<file path="src/rtl/spi_slave_exch_byte.sv">
// spi_slave_exch_byte: SPI mode-0 slave byte exchanger.
// Oversamples sclk/cs_n/mosi on iclk and deserialises each received byte to orx_data.
// Serialises the byte in the transmit holding register on miso, and keeps doing so
// for back-to-back bytes while cs_n stays low.
// Ports:
//   iclk, irst          system clock, asynchronous active-high reset
//   imsb_lsb_sel        bit order (0 = MSB first), captured at each byte load
//   itx_data, itx_load  write port of the transmit holding register
//   otx_empty           holding register empty
//   ounderrun           pulse: a byte started with the holding register empty (0xFF sent)
//   orx_data, orx_valid received byte and its one-cycle update pulse
//   obusy               synchronised cs_n is low
//   sclk, cs_n, mosi    SPI pins from the master (asynchronous)
//   miso, miso_oe       SPI data out and its output enable
module spi_slave_exch_byte #(
    parameter int unsigned SYNC_STAGES = 2
) (
    input  logic       iclk,
    input  logic       irst,
    input  logic       imsb_lsb_sel,
    input  logic [7:0] itx_data,
    input  logic       itx_load,
    output logic       otx_empty,
    output logic       ounderrun,
    output logic [7:0] orx_data,
    output logic       orx_valid,
    output logic       obusy,
    input  logic       sclk,
    input  logic       cs_n,
    input  logic       mosi,
    output logic       miso,
    output logic       miso_oe
);

    localparam int unsigned BYTE  = 8;
    localparam int unsigned CNT_W = 3;

    typedef enum logic {
        IDLE   = 1'b0,
        ACTIVE = 1'b1
    } state_t;

    state_t                   r_state, w_state_nxt;
    logic [SYNC_STAGES-1:0]   r_sclk_sync, r_cs_sync, r_mosi_sync;
    logic                     r_sclk_d, r_cs_d;
    logic [CNT_W-1:0]         r_bitcount, w_bitcount_nxt;
    logic [BYTE-1:0]          r_rx_sr, w_rx_sr_nxt;
    logic [BYTE-1:0]          r_tx_sr, w_tx_sr_nxt;
    logic [BYTE-1:0]          r_hold, w_hold_nxt;
    logic                     r_empty, w_empty_nxt;
    logic                     r_sel, w_sel_nxt;
    logic                     r_miso, w_miso_nxt;
    logic                     r_busy, w_busy_nxt;
    logic [BYTE-1:0]          r_rx_data, w_rx_data_nxt;
    logic                     r_rx_valid, w_rx_valid_nxt;
    logic                     r_underrun, w_underrun_nxt;
    logic                     w_load;
    logic [BYTE-1:0]          w_src, w_loaded, w_rx_shift;

    logic w_sclk_s, w_cs_s, w_mosi_s;
    logic w_rise, w_fall, w_cs_start, w_cs_end;

    function automatic logic [BYTE-1:0] f_rev(input logic [BYTE-1:0] d);
        logic [BYTE-1:0] r;
        r = '0;
        for (int i = 0; i < int'(BYTE); i++) r[i] = d[BYTE-1-i];
        return r;
    endfunction

    // Input synchronisers, preset to the idle pin levels, plus one delay stage for edges
    always_ff @(posedge iclk or posedge irst) begin
        if (irst) begin
            r_sclk_sync <= '0;
            r_cs_sync   <= '1;
            r_mosi_sync <= '1;
            r_sclk_d    <= 1'b0;
            r_cs_d      <= 1'b1;
        end else begin
            r_sclk_sync <= {r_sclk_sync[SYNC_STAGES-2:0], sclk};
            r_cs_sync   <= {r_cs_sync[SYNC_STAGES-2:0], cs_n};
            r_mosi_sync <= {r_mosi_sync[SYNC_STAGES-2:0], mosi};
            r_sclk_d    <= w_sclk_s;
            r_cs_d      <= w_cs_s;
        end
    end

    assign w_sclk_s   = r_sclk_sync[SYNC_STAGES-1];
    assign w_cs_s     = r_cs_sync[SYNC_STAGES-1];
    assign w_mosi_s   = r_mosi_sync[SYNC_STAGES-1];
    assign w_rise     = w_sclk_s & ~r_sclk_d;
    assign w_fall     = ~w_sclk_s & r_sclk_d;
    assign w_cs_start = ~w_cs_s & r_cs_d;
    assign w_cs_end   = w_cs_s;

    // State register
    always_ff @(posedge iclk or posedge irst) begin
        if (irst) r_state <= IDLE;
        else      r_state <= w_state_nxt;
    end

    // Next state, datapath and output values
    always_comb begin
        w_state_nxt    = r_state;
        w_bitcount_nxt = r_bitcount;
        w_rx_sr_nxt    = r_rx_sr;
        w_tx_sr_nxt    = r_tx_sr;
        w_hold_nxt     = r_hold;
        w_empty_nxt    = r_empty;
        w_sel_nxt      = r_sel;
        w_miso_nxt     = r_miso;
        w_busy_nxt     = r_busy;
        w_rx_data_nxt  = r_rx_data;
        w_rx_valid_nxt = 1'b0;
        w_underrun_nxt = 1'b0;
        w_load         = 1'b0;
        w_src          = r_empty ? 8'hFF : r_hold;
        w_loaded       = '0;
        w_rx_shift     = r_sel ? {w_mosi_s, r_rx_sr[BYTE-1:1]} : {r_rx_sr[BYTE-2:0], w_mosi_s};

        case (r_state)
            IDLE: begin
                w_miso_nxt = 1'b1;
                w_busy_nxt = 1'b0;
                if (w_cs_start) begin
                    w_state_nxt    = ACTIVE;
                    w_load         = 1'b1;
                    w_busy_nxt     = 1'b1;
                    w_bitcount_nxt = '0;
                end
            end
            ACTIVE: begin
                if (w_cs_end) begin
                    // Abort discards any partial byte; holding register is left alone
                    w_state_nxt    = IDLE;
                    w_bitcount_nxt = '0;
                    w_miso_nxt     = 1'b1;
                    w_busy_nxt     = 1'b0;
                end else if (w_rise) begin
                    w_rx_sr_nxt    = w_rx_shift;
                    w_bitcount_nxt = CNT_W'(r_bitcount + CNT_W'(1));
                    if (r_bitcount == CNT_W'(BYTE - 1)) begin
                        w_rx_data_nxt  = w_rx_shift;
                        w_rx_valid_nxt = 1'b1;
                    end
                end else if (w_fall) begin
                    if (r_bitcount != '0) begin
                        w_miso_nxt  = r_tx_sr[0];
                        w_tx_sr_nxt = {1'b1, r_tx_sr[BYTE-1:1]};
                    end else begin
                        w_load = 1'b1;
                    end
                end
            end
            default: w_state_nxt = IDLE;
        endcase

        // Byte load: tx shifter always emits bit 0 first, so MSB mode reverses the byte
        if (w_load) begin
            w_sel_nxt      = imsb_lsb_sel;
            w_loaded       = imsb_lsb_sel ? w_src : f_rev(w_src);
            w_miso_nxt     = w_loaded[0];
            w_tx_sr_nxt    = {1'b1, w_loaded[BYTE-1:1]};
            w_underrun_nxt = r_empty;
            w_empty_nxt    = 1'b1;
        end

        // A host write in the load cycle lands after the old content was consumed
        if (itx_load) begin
            w_hold_nxt  = itx_data;
            w_empty_nxt = 1'b0;
        end
    end

    // Datapath and output registers
    always_ff @(posedge iclk or posedge irst) begin
        if (irst) begin
            r_bitcount <= '0;
            r_rx_sr    <= '0;
            r_tx_sr    <= '0;
            r_hold     <= '0;
            r_empty    <= 1'b1;
            r_sel      <= 1'b0;
            r_miso     <= 1'b1;
            r_busy     <= 1'b0;
            r_rx_data  <= '0;
            r_rx_valid <= 1'b0;
            r_underrun <= 1'b0;
        end else begin
            r_bitcount <= w_bitcount_nxt;
            r_rx_sr    <= w_rx_sr_nxt;
            r_tx_sr    <= w_tx_sr_nxt;
            r_hold     <= w_hold_nxt;
            r_empty    <= w_empty_nxt;
            r_sel      <= w_sel_nxt;
            r_miso     <= w_miso_nxt;
            r_busy     <= w_busy_nxt;
            r_rx_data  <= w_rx_data_nxt;
            r_rx_valid <= w_rx_valid_nxt;
            r_underrun <= w_underrun_nxt;
        end
    end

    assign otx_empty = r_empty;
    assign ounderrun = r_underrun;
    assign orx_data  = r_rx_data;
    assign orx_valid = r_rx_valid;
    assign obusy     = r_busy;
    assign miso      = r_miso;
    assign miso_oe   = r_busy;

endmodule

</file>
<file path="config.mk">
export PLATFORM = sky130hd
export DESIGN_NAME = spi_slave_exch_byte
export DESIGN_NICKNAME = d
export VERILOG_FILES = /design/src/rtl/spi_slave_exch_byte.sv
export SDC_FILE = /design/constraint.sdc
export NUM_CORES = 1
export LEC_CHECK = 0
export BUFFER_PORTS_ARGS = -buffer_cell sky130_fd_sc_hd__buf_2
export CAP_MARGIN = 25
export CELL_PAD_IN_SITES_DETAIL_PLACEMENT = 0
export CELL_PAD_IN_SITES_GLOBAL_PLACEMENT = 1
export CORE_UTILIZATION = 40
export CTS_BUF_LIST = sky130_fd_sc_hd__clkbuf_4 sky130_fd_sc_hd__clkbuf_8 sky130_fd_sc_hd__clkbuf_16
export DETAILED_ROUTE_END_ITERATION = 8
export GPL_TIMING_DRIVEN = 0
export PLACE_DENSITY = 0.79
export SLEW_MARGIN = 20
export SYNTH_ARGS = -nofsm -noshare
export SYNTH_HDL_FRONTEND = slang
export SYNTH_SLANG_ARGS = --single-unit
</file>
<file path="constraint.sdc">
create_clock -name iclk -period 2.8 [get_ports iclk]
set_clock_uncertainty 0.1 [all_clocks]
set_input_delay 0 -clock iclk [delete_from_list [all_inputs] [get_ports iclk]]
set_output_delay 0 -clock iclk [all_outputs]
set_load 0.03 [all_outputs]
</file>
**Word-level counts from Yosys, hierarchy flattened**

Cells that the tools add are included.

- Bits in registers: 50
- Input port bits: 15
- Output and inout bits: 14
- Word-level logic and storage cells: 80

- Add/subtract/negate cells: 1
- Equality and inequality tests: 9
- Multiplexer cells: 36
- Bitwise logic cells: 7
- Reduce and logical (&&, ||, !) cells: 10

Operator list:

| operator | number |
|---|---|
| $mux W8 | 9 |
| $mux W1 | 19 |
| $mux W3 | 3 |
| $ne A4 B1 Y1 const B | 2 |
| $pmux W1 S2 | 4 |
| $reduce_bool A2 Y1 | 4 |
| $pmux W3 S2 | 1 |
| $reduce_and A3 Y1 | 2 |
| $reduce_and A5 Y1 | 1 |
| $ne A2 B1 Y1 const B | 2 |
| $ne A2 B2 Y1 const B | 2 |
| $ne A4 B4 Y1 const B | 1 |
| $not A1 Y1 | 4 |
| $reduce_and A4 Y1 | 1 |
| $add A3 B1 Y3 const B | 1 |
| $and A1 B1 Y1 | 3 |
| $eq A3 B3 Y1 const B | 1 |
| $ne A3 B1 Y1 const B | 1 |
| $reduce_bool A3 Y1 | 1 |
| $reduce_and A2 Y1 | 1 |

**Logic depth before layout (Yosys ltp)**

- Depth in word-level cells: 8
- Gate-level depth with buffers: 7
- Mapped depth without buffers: 6

**Worst setup path after synthesis**

Ideal clock, no wire load.

- Kind: reg2reg
- From: reg r_bitcount[0]
- To: reg r_sel
- Setup time: 0.125 ns
- Data arrival time: 1.376 ns
- Required time: 2.575 ns
- Path slack: 1.199 ns
- Cell stages (with the launch flop): 6
- Path buffers: 0
- Period minus slack after synthesis: 1.601 ns
- Cell sequence: dfrtp_1 > inv_1 > ha_1 > nor2b_1 > a41oi_2 > mux2_2

- Cells in the longest elaborated chain, start to end: 6

Ends and longest elaborated chain:

| element | line | RTL |
|---|---|---|
| start: declaration | 46 | `logic [CNT_W-1:0] r_bitcount, w_bitcount_nxt;` |
| start signal: assignment | 189 | `r_bitcount <= w_bitcount_nxt;` |
| $reduce_bool A3 Y1 | 146 | `if (r_bitcount != '0) begin` |
| $mux W1 | 146 |  |
| $mux W1 | 145 | `end else if (w_fall) begin` |
| $mux W1 | 138 | `end else if (w_rise) begin` |
| $mux W1 | 132 | `if (w_cs_end) begin` |
| $pmux W1 S2 | 120 | `case (r_state)` |
| end signal: assignment | 194 | `r_sel <= w_sel_nxt;` |
| end: declaration | 51 | `logic r_sel, w_sel_nxt;` |

No other way between the ends.
A chain may end at the register's enable or synchronous reset.

**Worst setup path after layout**

- From: reg r_bitcount[0]
- To: reg r_miso (netlist: miso)

- Cells in the longest elaborated chain, start to end: 8
- Elaborated cells on any way between the ends: 11
- Classes of those cells: eq/ne: 3; mux: 6; reduce/logical: 2

Ends and longest elaborated chain:

| element | line | RTL |
|---|---|---|
| $reduce_bool A3 Y1 (*) | 146 |  |
| $mux W1 | 146 |  |
| $mux W1 | 145 |  |
| $mux W1 | 138 |  |
| $mux W1 | 132 |  |
| $pmux W1 S2 | 120 |  |
| $ne A4 B1 Y1 (no line) or $ne A4 B4 Y1 (tied branches) | -- |  |
| $reduce_and A3 Y1 (no line) | -- |  |
| end signal: assignment | 195 | `r_miso <= w_miso_nxt;` |
| end: declaration | 52 | `logic r_miso, w_miso_nxt;` |

Mark *: on every way between the ends. The rest lies on a longest branch, timed or not.

==> results.py <==
metrics = {
    "layout": {
        "num_antenna_cells": 0,
        "fillerInstances": 430,
        "fraction_of_layout_instances_using_a_drive_strength_above_1": 0.300,
        "finish.net_count": 230,
        "fin_util": 0.525,
        "area_growth_pct": 23.0,
    },
    "yosys": {
        "synth.lib_cells_used.distinct": 32,
        "postSynth.asyncResetShare": 1.00,
        "post_synth_instance_area_um2": 2070,
        "syn_area_per_cell_um2": 12.5,
        "synth_flop_cell": "sky130_fd_sc_hd__dfrtp_1",
        "synth-seq-cells": 50,
        "synth_cells": 166,
        "yosys_warnings": 0,
        "syn_nets": 184,
        "number_of_flops_mapped_to_enable_cells_by_yosys": 0,
        "synth-seq-area-share": 0.609,
    },
    "place": {
        "place_congestion": 0.752,
        "place_hpwl_mm": 2.42,
        "dpl_worst_slack_ns": 0.945,
        "port-buffer-count": 26,
    },
    "clock_tree": {
        "cts_repair_resize_count": 0,
        "clock_transition_at_the_register_clock_pins_on_the_worst_setup_and_hold_paths_after_cts_ns": 0.09,
        "h-tree-depth": 2,
        "clock_tree.root_cell": "sky130_fd_sc_hd__clkbuf_8",
        "tritoncts": "built",
        "insertion_delay_to_the_later_sink_of_the_worst_skew_pair_ns": 0.30,
        "cts_hold_buffers": 12,
        "tritoncts.num_buffers": 5,
        "cts_setup_buffers": 0,
        "ctsLongestPathBuffers": 2,
        "cts_sinks": 50,
    },
    "die": {
        "initial_util": 0.427,
        "die-width_um": 73.9,
        "core.rowCount": 25,
        "die_height_um": 73.9,
        "boundary_pins": 29,
        "design.die.area_um2": 5460,
        "design.core.area_um2": 4850,
    },
    "global_route": {
        "met2_usage": 0.246,
        "grt_util_met3": 0.0439,
        "grt.overflow.total": 0,
        "via_count_of_the_first_global_routing_pass": 1336,
        "grt_most_used_layer": "met2",
        "globalRouteTotalUtil": 0.146,
        "grt_start_max_net_pins": 28,
        "antenna_found_initial": 0,
        "grt_pass1_wl_mm": 5.93,
        "use_met1": 0.174,
    },
    "timing": {
        "count_of_final_hold_check_violations": 0,
        "worst_pin_slew_ns": 0.618,
        "timing.fmax_mhz": 545,
        "slew_headroom": 0.588,
        "final.hold.worst_slack_ns": 0.0358,
        "timing_max_transition_violations_final": 0,
        "final_worst_path_setup_slack_ns": 0.964,
        "rsz0062_at_grt": "false",
        "setup-violations-final": 0,
        "totalNegativeSetupSlack_ns": 0,
        "layout_min_cycle_time_ns": 1.84,
        "min_period_over_period": 0.656,
    },
    "critical_path": {
        "worst_ep_required_time_ns": 2.92,
        "critical_path_class": "flop to flop",
        "timing.critical_path.from_type": "flop",
        "critPathCaptureType": "flop",
        "crit_arrival_ns": 1.95,
        "critical_path.reg2reg.startpoint": "r_bitcount[0]",
        "r2r_cells": 6,
        "crit_path_max_fanout": 5,
        "timing.reg2reg.setup_slack_ns": 0.96,
        "rr_endpoint": "miso",
    },
    "route": {
        "wirelength_mm": 3.51,
        "wire_per_inst_um": 12.5,
        "via_count": 1351,
        "detail-route-antenna-nets": 0,
        "initialDrtViolationCount": 50,
        "drc_errors": 0,
        "routed_via_density": 4.83,
        "drt_first_pass_iters": 4,
    },
    "pwr": {
        "power.density_cell_area_nw_per_um2": 652,
        "peakVddDrop_mv": 0.305,
        "leak_uw": 0.00119,
    },
    "flow_run": {
        "max_cap_viol": 0,
    },
    "worst_hold_path": {
        "whs_path_depth": 2,
        "hold-path-endpoint": "otx_empty",
        "hold_path.startpoint": "itx_load",
        "worst_hold_path_type": "input port to flop",
    },
    "run_status": {
        "status": "finished clean",
    },
}
==> worst max-delay path, stage by stage (launching register included) <==
cell	delay (ns)
sky130_fd_sc_hd__dfrtp_1	0.41
sky130_fd_sc_hd__inv_1	0.08
sky130_fd_sc_hd__ha_1	0.13
sky130_fd_sc_hd__nor2b_1	0.26
sky130_fd_sc_hd__a41oi_2	0.25
sky130_fd_sc_hd__a2111oi_2	0.45
sky130_fd_sc_hd__a31oi_1	0.08
==> cells in the mapped netlist (all sizes together), types with 2 or more instances <==
master / instances / area share
dfstp: 7 / 0.089
mux2i: 16 / 0.077
clkbuf: 2 / 0.0036
nand2b: 2 / 0.0060
a22o: 2 / 0.0085
dfrtp: 43 / 0.52
nor2: 21 / 0.041
inv: 5 / 0.0091
buf: 6 / 0.025
ha: 3 / 0.018
nor2b: 3 / 0.0091
o22ai: 7 / 0.021
and2b: 2 / 0.0073
a21oi: 24 / 0.060
mux2: 9 / 0.049
nand2: 3 / 0.0054
==> worst max-delay path by stage <==
stage / cells past startpoint / start / slack [ns] / to
global route: 6 / r_bitcount[0] / 0.82 / miso
CTS: 6 / r_bitcount[0] / 0.93 / miso
floorplan: 5 / r_bitcount[0] / 1.20 / r_sel
global placement: 2 / irst / 0.91 / r_state
detailed placement: 6 / r_bitcount[0] / 0.95 / miso
finish: 6 / r_bitcount[0] / 0.96 / miso
==> layout make-up <==
type	instances	area, um^2	area share
clock inverters	2	38.8	0.0152
multi-input cells	103	729	0.287
repair buffers	39	270	0.106
well taps	67	83.8	0.0330
plain buffers	8	60.1	0.0236
clock buffers	6	82.6	0.0325
inverters	5	18.8	0.00738
flip-flops and latches	50	1260	0.495
==> report_power, final <==
group | switching [uW] | internal, uW
clock network | 233 | 294
registers | 61.6 | 817
logic | 132 | 122
==> registers in the layout, summed over array words and instances (netlist names) <==
| name | count |
|---|---|
| ounderrun | 1 |
| r_state | 1 |
| r_tx_sr | 8 |
| miso_oe | 1 |
| r_bitcount | 3 |
| r_sclk_sync | 2 |
| r_cs_d | 1 |
| r_cs_sync | 2 |
| orx_valid | 1 |
| r_sel | 1 |
| otx_empty | 1 |
| orx_data | 8 |
| r_hold | 8 |
| r_rx_sr | 8 |
| r_sclk_d | 1 |
| miso | 1 |
| r_mosi_sync | 2 |
==> cells by family (layout without fill, tap and decap cells) <==
family | count (synthesis) | after routing | share of synthesized area
fa+ha+maj | 3 | 3 | 0.0182
compound gates | 39 | 39 | 0.118
mux | 25 | 25 | 0.126
simple gates | 36 | 36 | 0.0901
flops | 50 | 50 | 0.609
buf+inv | 13 | 60 | 0.0381
==> stage by stage <==
step                instance area, um^2  power [uW]  cells
floorplan                          2070        1070    166
global placement                   2280        1130    259
detailed placement                 2300        1140    260
CTS                                2540        1680    280
global route                       2540        1750    280
finish                             2540        1660    280
==> placed cells by master, fill, tap and decap left out, types with 3 or more instances in the layout <==
cell type                        n
sky130_fd_sc_hd__buf_2          26
sky130_fd_sc_hd__buf_4           3
sky130_fd_sc_hd__inv_1           4
sky130_fd_sc_hd__mux2_2          9
sky130_fd_sc_hd__nand2_1         3
sky130_fd_sc_hd__mux2i_1        16
sky130_fd_sc_hd__ha_1            3
sky130_fd_sc_hd__dfrtp_1        43
sky130_fd_sc_hd__clkbuf_8        6
sky130_fd_sc_hd__dfstp_2         7
sky130_fd_sc_hd__nor2b_1         3
sky130_fd_sc_hd__o22ai_1         7
sky130_fd_sc_hd__dlygate4sd3_1  12
sky130_fd_sc_hd__nor2_1         19
sky130_fd_sc_hd__a21oi_1        23
==> metal layers <==
layer,routed length (um),vias to the layer above
li1,-,671
met1,1560,643
met2,1770,32
met3,134,5
met4,38,0
met5,0,-
Power figures use the tool's default switching activity.
